File: src/rtl/acc_data_fifo.sv
// Single-clock FIFO between the router and an accelerator core: registered read
// data with a one-cycle valid strobe, occupancy count, almost-full and sticky error flags.
module acc_data_fifo #(
  parameter int DATA_WIDTH = 32,
  parameter int DEPTH      = 16,
  parameter int ADDR_WIDTH = 4,
  parameter int AF_LEVEL   = 12
) (
  input  logic                  clk,
  input  logic                  reset,
  input  logic                  flush,
  input  logic                  put_req,
  input  logic [DATA_WIDTH-1:0] data_in,
  input  logic                  get_req,
  output logic [DATA_WIDTH-1:0] data_out,
  output logic                  data_valid,
  output logic                  full,
  output logic                  empty,
  output logic                  almost_full,
  output logic [ADDR_WIDTH:0]   count,
  output logic                  overflow,
  output logic                  underflow
);

  localparam logic [ADDR_WIDTH:0] DepthC = DEPTH[ADDR_WIDTH:0];
  localparam logic [ADDR_WIDTH:0] AfC    = AF_LEVEL[ADDR_WIDTH:0];

  logic [DATA_WIDTH-1:0] mem [DEPTH];

  logic [ADDR_WIDTH-1:0] wr_ptr_q, wr_ptr_d;
  logic [ADDR_WIDTH-1:0] rd_ptr_q, rd_ptr_d;
  logic [ADDR_WIDTH:0]   count_q, count_d;
  logic [DATA_WIDTH-1:0] data_out_q, data_out_d;
  logic                  data_valid_q, data_valid_d;
  logic                  overflow_q, overflow_d;
  logic                  underflow_q, underflow_d;

  logic wr_en, rd_en;

  assign full        = (count_q == DepthC);
  assign empty       = (count_q == '0);
  assign almost_full = (count_q >= AfC);

  // There is no ready back-pressure: put/get are one-cycle requests, and acceptance is
  // decided here from the registered count. A put into a full FIFO is still taken when a
  // get frees a slot on the same edge; a get from an empty FIFO is never written through.
  assign wr_en = put_req & (~full | get_req);
  assign rd_en = get_req & ~empty;

  always_comb begin
    wr_ptr_d     = wr_ptr_q;
    rd_ptr_d     = rd_ptr_q;
    count_d      = count_q;
    data_out_d   = data_out_q;
    data_valid_d = 1'b0;
    overflow_d   = overflow_q;
    underflow_d  = underflow_q;
    if (flush) begin
      wr_ptr_d    = '0;
      rd_ptr_d    = '0;
      count_d     = '0;
      overflow_d  = 1'b0;
      underflow_d = 1'b0;
    end else begin
      if (wr_en) wr_ptr_d = wr_ptr_q + 1'b1;
      if (rd_en) begin
        rd_ptr_d     = rd_ptr_q + 1'b1;
        data_out_d   = mem[rd_ptr_q];
        data_valid_d = 1'b1;
      end
      case ({wr_en, rd_en})
        2'b10:   count_d = count_q + 1'b1;
        2'b01:   count_d = count_q - 1'b1;
        default: count_d = count_q;
      endcase
      if (put_req & full & ~get_req) overflow_d = 1'b1;
      if (get_req & empty) underflow_d = 1'b1;
    end
  end

  always_ff @(posedge clk or negedge reset) begin
    if (!reset) begin
      wr_ptr_q     <= '0;
      rd_ptr_q     <= '0;
      count_q      <= '0;
      data_out_q   <= '0;
      data_valid_q <= 1'b0;
      overflow_q   <= 1'b0;
      underflow_q  <= 1'b0;
    end else begin
      wr_ptr_q     <= wr_ptr_d;
      rd_ptr_q     <= rd_ptr_d;
      count_q      <= count_d;
      data_out_q   <= data_out_d;
      data_valid_q <= data_valid_d;
      overflow_q   <= overflow_d;
      underflow_q  <= underflow_d;
    end
  end

  // Storage is deliberately left out of reset so it maps onto plain register arrays.
  always_ff @(posedge clk) begin
    if (!flush && wr_en) mem[wr_ptr_q] <= data_in;
  end

  assign data_out   = data_out_q;
  assign data_valid = data_valid_q;
  assign count      = count_q;
  assign overflow   = overflow_q;
  assign underflow  = underflow_q;

endmodule

File: config.mk
export PLATFORM = sky130hd
export DESIGN_NAME = acc_data_fifo
export DESIGN_NICKNAME = d
export VERILOG_FILES = /design/src/rtl/acc_data_fifo.sv
export SDC_FILE = /design/constraint.sdc
export NUM_CORES = 1
export LEC_CHECK = 0
export BUFFER_PORTS_ARGS = -buffer_cell sky130_fd_sc_hd__buf_2
export CAP_MARGIN = 30
export CORE_UTILIZATION = 35
export DETAILED_ROUTE_END_ITERATION = 6
export PLACE_DENSITY = 0.62
export SYNTH_ARGS = -nofsm -noshare
export SYNTH_HDL_FRONTEND = slang
export SYNTH_SLANG_ARGS = --single-unit
File: constraint.sdc
create_clock -name clk -period 3 [get_ports clk]
set_clock_uncertainty 0.1 [all_clocks]
set_input_delay 0.15 -clock clk [delete_from_list [all_inputs] [get_ports clk]]
set_output_delay 0.15 -clock clk [all_outputs]
set_load 0.02 [all_outputs]
==> flow_metrics.env, run 1 <==
export IMPL_status="complete, no violations"
export IMPL_hold_buffers=37
export IMPL_fmax_mhz=360
export IMPL_setup_viol=0
export IMPL_reg2reg_depth=6
export IMPL_io_pins=80
export IMPL_end_kind="flip-flop"
export IMPL_final_hold_viol_count=0
export IMPL_final_cell_mix="edfxtp_1, mux2i_1, buf_2, mux4_2, o22ai_1"
export IMPL_antenna_found_initial=0
export IMPL_syn_area_um2=21800
export IMPL_p_per_area_nw_per_um2=799
export IMPL_regArea_um2=16600
export IMPL_nNetsFinal=1328
export IMPL_maxSlewViolCount=0
export IMPL_via_count=10767
export IMPL_syn_area_per_cell_um2=19.3
export IMPL_ant_nets=0
export IMPL_period_share=0.925
export IMPL_synth_flop_cell="edfxtp_1"
export IMPL_insertion_delay_ns=0.62
export IMPL_rr_startpoint="count[1]"
export IMPL_path_max_fanout=12
export IMPL_slowest_delay_ns=0.69
export IMPL_p_leak_nw=8.24
export IMPL_required_ns=3.40
export IMPL_hold_class="in2async"
export IMPL_cts_buffer_depth=3
export IMPL_synthArstFlopShare=0.0857
export IMPL_yosysWarnings=0
export IMPL_routabilityCongestion=0.770
export IMPL_antenna_cells=0
export IMPL_syn_to_final_growth_pct=18.4
export IMPL_cts_buffers=55
export IMPL_cap_violations=0
export IMPL_cp_slowest_cell="or4_4"
export IMPL_path_class="reg2reg"
export IMPL_clock_sinks=560
export IMPL_vias_per_cell=4.97
export IMPL_port_buffers=79
export IMPL_r2r_setup_slack_ns=0.22
export IMPL_path_cells="or4_4 > o21ai_2 > inv_1 > ha_1 > or3_1 > a311oi_1"
export IMPL_crit_buf_inv=1
export IMPL_die_area_um2=63300
export IMPL_htreeDepth=2
export IMPL_cp_start_kind="flip-flop"
export IMPL_timing_slew_headroom=0.460
export IMPL_yosysSeqAreaShare=0.760
export IMPL_nFillCells=5373
export IMPL_die_h_um=252
export IMPL_cts_setup_buffers=0
export IMPL_wl_per_cell_um=20.9
export IMPL_cp_top_family="simple AND/OR/NAND/NOR gates"
export IMPL_routed_wl_um=45400
export IMPL_synth_net_count=1173
export IMPL_remaining_drc_errors=0
export IMPL_die_x_um=252
export IMPL_drive_above_1_share=0.254
export IMPL_overflow=0
export IMPL_initial_core_util=0.354
export IMPL_timing_rr_end="count[3]"
export IMPL_root_buffer="clkbuf_16"
export IMPL_cts_resized_gates=0
export IMPL_tightest_slew_ns=0.810
export IMPL_dr_pass1_iters=5
export IMPL_synth_cells=1129
export IMPL_peakVddDrop_uv=547
export IMPL_ys_types=53
export IMPL_grt_pass1_wl_um=70200
export IMPL_tns_ns=0
export IMPL_grt_max_degree=49
export IMPL_synth_edff_count=512
export IMPL_cts_clk_slew_worst_paths_ns=0.06
export IMPL_grt_pass1_vias=11328
export IMPL_drt_initial_drc_count=560
export IMPL_grtUsageTotal=0.146
export IMPL_multiInputGateArea_um2=5020
export IMPL_synth_seq_cells=560
export IMPL_cts_tree="done"
export IMPL_coreArea_um2=61600
export IMPL_dp_hpwl_um=27000
export IMPL_layout_min_cycle_time_ns=2.78
export IMPL_final_core_util=0.419
export IMPL_final_common_cell="edfxtp_1"
export IMPL_cp_arrival_ns=3.18
export IMPL_rows=91
export IMPL_rsz0062_at_grt="no"
## per-stage QoR
step	hold WS [ns]	power, W	setup slack, ns	area (um^2)	std cells
global placement	0.265	0.0137	0.363	23600	2027
finish	0.144	0.0206	0.224	25800	2167
detailed placement	0.270	0.0138	0.245	23600	2027
floorplan	-0.246	0.0124	-0.190	21800	1129
global route	0.200	0.0215	0.116	25800	2167
CTS	0.150	0.0209	0.231	25800	2167
## worst max-delay path by stage
stage	startpoint	endpoint	slack [ns]	cells past startpoint
after floorplan	count[2]	mem[0][0]	-0.19	6
after global placement	count[1]	count[3]	0.36	6
after detailed placement	count[1]	count[3]	0.25	6
after CTS	count[1]	count[3]	0.23	6
after global routing	count[1]	count[3]	0.12	6
final	count[1]	count[3]	0.22	6
## report_power, final
part           leakage, nW  switching (W)  total, W  internal, W
logic                 2.11        0.00255   0.00445      0.00190
registers             5.22       0.000285   0.00915      0.00886
clock network        0.905        0.00294   0.00705      0.00410
## per-layer routing
layer,share of wire,wire (um),vias to the layer above,GRT usage
li1,-,-,4904,-
met1,0.44,20000,5644,0.191
met2,0.51,23200,164,0.253
met3,0.034,1520,55,0.0253
met4,0.016,720,0,0.0357
met5,0,0,-,0
## registers in the layout, indices dropped and copies added, names as in the netlist
signal / cells
underflow: 1
count: 5
mem: 512
data_valid: 1
data_out: 32
rd_ptr_q: 4
wr_ptr_q: 4
overflow: 1
## worst register-to-register path, delay by kind of cell (launching register included)
family	cells	cell delay [ns]
buf+inv	1	0.16
flops	1	0.48
simple gates	2	1.06
compound gates	2	0.53
fa+ha+maj	1	0.35
## cell families (layout without fill, tap and decap cells)
kind of cell,Yosys count,count (layout),share of synthesized area
xor gates and xnor gates,5,5,0.00201
muxes,226,226,0.141
DFF,560,560,0.760
and+or+nand+nor,138,138,0.0280
buffers and inverters,71,272,0.0162
adders and majority gates,7,7,0.00401
AOI/OAI and AO/OA,122,122,0.0494
## synth_stat cells (2+ instances only)
cell type / instances / area, um^2
xnor2_1: 2 / 17.5
mux4_2: 64 / 1440
nor4_1: 2 / 12.5
xor2_1: 3 / 26.3
nor2b_1: 4 / 25.0
mux2_2: 2 / 22.5
buf_1: 4 / 15.0
o22ai_1: 63 / 394
o221ai_2: 30 / 450
nand2b_1: 5 / 31.3
clkbuf_4: 2 / 15.0
nand3_1: 3 / 15.0
mux2i_1: 159 / 1590
clkbuf_1: 26 / 97.6
nand4b_1: 2 / 17.5
o21ai_0: 4 / 20.0
or2_2: 2 / 12.5
dfrtp_1: 48 / 1200
ha_1: 7 / 87.6
a21oi_1: 6 / 30.0
edfxtp_1: 512 / 15400
a31oi_1: 2 / 12.5
nor3_1: 6 / 30.0
o211ai_1: 2 / 15.0
nand4_1: 4 / 25.0
inv_1: 7 / 26.3
buf_4: 3 / 22.5
nand2_1: 42 / 158
buf_6: 5 / 56.3
or3_1: 2 / 12.5
nor2_1: 60 / 225
buf_2: 24 / 120
a311o_1: 2 / 20.0
## layout make-up
class                   instances  share of cell area
well taps                     837              0.0406
repair buffers                162              0.0493
multi-input cells             498               0.194
inverters                       7             0.00102
flip-flops and latches        560               0.642
clock inverters                41              0.0178
clock buffers                  62              0.0547
No activity file was read; power rests on OpenSTA's default activity.
==> run 2, diff against run 1 <==
--- a/config.mk
+++ b/config.mk
@@ -7,7 +7,9 @@
 export LEC_CHECK = 0
 export BUFFER_PORTS_ARGS = -buffer_cell sky130_fd_sc_hd__buf_2
 export CAP_MARGIN = 30
+export CORE_MARGIN = 4
 export CORE_UTILIZATION = 35
+export CTS_BUF_LIST = sky130_fd_sc_hd__clkbuf_8 sky130_fd_sc_hd__clkbuf_16
 export DETAILED_ROUTE_END_ITERATION = 6
 export PLACE_DENSITY = 0.62
 export SYNTH_ARGS = -nofsm -noshare
==> run 2 against run 1 <==
Compared with the run above:
- die area rose by 4.8%
- sequential power is 0.5% lower
- first-iteration DRC count rose by 33%
- clock power shrank 6.2%
- power down 2.3%
- largest cell class unchanged
- hold slack got worse by 0.074 ns
- via count up 1.0%
- clock-buffer cell count decreased by 4
==> flow_metrics.env, run 2 (same netlist as run 1, synthesis figures left out) <==
export IMPL_crit_buf_inv=1
export IMPL_slowest_delay_ns=0.69
export IMPL_nNetsFinal=1326
export IMPL_remaining_drc_errors=0
export IMPL_antenna_cells=0
export IMPL_root_buffer="clkbuf_16"
export IMPL_dp_hpwl_um=28400
export IMPL_period_share=0.922
export IMPL_die_x_um=258
export IMPL_dr_pass1_iters=5
export IMPL_initial_core_util=0.353
export IMPL_clock_sinks=560
export IMPL_largest_reg_flops=512
export IMPL_drive_above_1_share=0.247
export IMPL_die_h_um=258
export IMPL_cts_tree="done"
export IMPL_rsz0062_at_grt="no"
export IMPL_final_hold_viol_count=0
export IMPL_overflow=0
export IMPL_p_leak_nw=8.25
export IMPL_ant_nets=0
export IMPL_rows=91
export IMPL_cap_violations=0
export IMPL_cp_depth=6
export IMPL_setup_viol=0
export IMPL_path_max_fanout=12
export IMPL_coreArea_um2=61700
export IMPL_cp_arrival_ns=3.18
export IMPL_die_area_um2=66400
export IMPL_fmax_mhz=361
export IMPL_post_dp_cell_area_um2=23500
export IMPL_grt_pass1_wl_um=72200
export IMPL_multiInputGateArea_um2=5020
export IMPL_cp_slowest_cell="or4_4"
export IMPL_hold_slack_ns=0.0700
export IMPL_wl_per_cell_um=22.0
export IMPL_status="complete, no violations"
export IMPL_port_buffers=79
export IMPL_cts_resized_gates=0
export IMPL_syn_to_final_growth_pct=17.4
export IMPL_final_cell_mix="edfxtp_1, mux2i_1, buf_2, mux4_2, o22ai_1"
export IMPL_timing_rr_end="count[3]"
export IMPL_io_pins=80
export IMPL_peakVddDrop_uv=469
export IMPL_crit_start="count[1]"
export IMPL_grtUsageTotal=0.142
export IMPL_antenna_found_initial=0
export IMPL_hold_class="in2async"
export IMPL_grt_max_degree=50
export IMPL_cts_buffer_depth=3
export IMPL_regArea_um2=16600
export IMPL_path_class="reg2reg"
export IMPL_htreeDepth=2
export IMPL_cp_start_kind="flip-flop"
export IMPL_reg2reg_depth=6
export IMPL_largest_register="mem"
export IMPL_nFillCells=5483
export IMPL_required_ns=3.41
export IMPL_end_kind="flip-flop"
export IMPL_path_cells="or4_4 > o21ai_2 > inv_1 > ha_1 > or3_1 > a311oi_1"
export IMPL_routabilityCongestion=0.768
export IMPL_p_per_area_nw_per_um2=787
export IMPL_layout_min_cycle_time_ns=2.77
export IMPL_routed_wl_um=47700
export IMPL_rr_startpoint="count[1]"
export IMPL_final_common_cell="edfxtp_1"
export IMPL_postLayoutCellArea_um2=25600
export IMPL_cp_endpoint="count[3]"
export IMPL_tightest_slew_ns=0.809
export IMPL_cts_buffers=55
export IMPL_cts_clk_slew_worst_paths_ns=0.06
export IMPL_cp_top_family="simple AND/OR/NAND/NOR gates"
export IMPL_cts_setup_buffers=0
export IMPL_vias_per_cell=5.02
export IMPL_r2r_setup_slack_ns=0.23
export IMPL_via_count=10877
export IMPL_drt_initial_drc_count=746
export IMPL_grt_pass1_vias=11365
export IMPL_insertion_delay_ns=0.61
export IMPL_maxSlewViolCount=0
export IMPL_timing_slew_headroom=0.460
-- run 2: changes by cell type in the layout (fill, tap and decap cells not counted) --
| cell | before | now |
|---|---|---|
| inv_1 | 7 | 26 |
| clkbuf_1 | 6 | 0 |
| buf_12 | 13 | 8 |
| clkinv_1 | 10 | 5 |
| bufinv_16 | 8 | 4 |
| clkinvlp_4 | 5 | 1 |
| buf_4 | 33 | 36 |
| clkbuf_8 | 1 | 3 |
| clkinv_16 | 1 | 0 |
| clkinv_2 | 11 | 12 |
| clkinv_4 | 2 | 1 |
| clkinv_8 | 1 | 0 |
| inv_16 | 0 | 1 |
| inv_6 | 3 | 2 |
-- run 2: how the worst min path moves through the flow --
stage	slack, ns	from	to	cells past startpoint
after global routing	0.15	reset	data_out[28]	2
after CTS	0.1	reset	data_out[29]	2
after floorplan	-0.25	reset	count[0]	0
after global placement	0.20	reset	data_out[28]	1
final	0.07	reset	data_out[28]	2
after detailed placement	0.20	reset	data_out[28]	1
-- run 2: what timing repair did --
action	CTS	global route
hold endpoints to repair	555	0
hold buffers	37	0
endpoints found under the setup margin	0	0
-- run 2: where the power goes --
| part | leakage (nW) | switching, W | internal, W | total, W |
|---|---|---|---|---|
| sequential | 5.22 | 0.000241 | 0.00886 | 0.00910 |
| clock | 0.935 | 0.00286 | 0.00376 | 0.00661 |
| combinational | 2.10 | 0.00260 | 0.00185 | 0.00445 |
-- run 2: final cells by class --
cell class                 count  area share
clock buffer                  58      0.0553
timing repair buffer         160      0.0467
sequential                   560       0.648
multi-input combinational    498       0.196
inverter                       7     0.00103
clock inverter                45      0.0127
tap                          837      0.0409
-- run 2: per-stage QoR --
step / worst slack [ns] / power, W / TNS, ns / utilization / cells
finish: 0.233 / 0.0202 / 0 / 0.415 / 2165
global route: 0.135 / 0.0211 / 0 / 0.415 / 2165
CTS: 0.240 / 0.0205 / 0 / 0.415 / 2165
detailed placement: 0.273 / 0.0138 / 0 / 0.381 / 2025
global placement: 0.342 / 0.0137 / 0 / 0.381 / 2025
floorplan: -0.190 / 0.0124 / -68.71 / - / 1129
-- run 2: worst reg2reg max path: stages (launching register included) --
cell and delay (ns):
dfrtp_1 0.47, or4_4 0.69, o21ai_2 0.27, inv_1 0.15, ha_1 0.34, or3_1 0.38, a311oi_1 0.27
-- run 2: routing by layer --
layer,wire length (um),vias up,global-route usage
li1,-,4883,-
met1,20000,5695,0.186
met5,0,-,0
met4,852,0,0.0298
met3,2300,63,0.0298
met2,24500,236,0.247
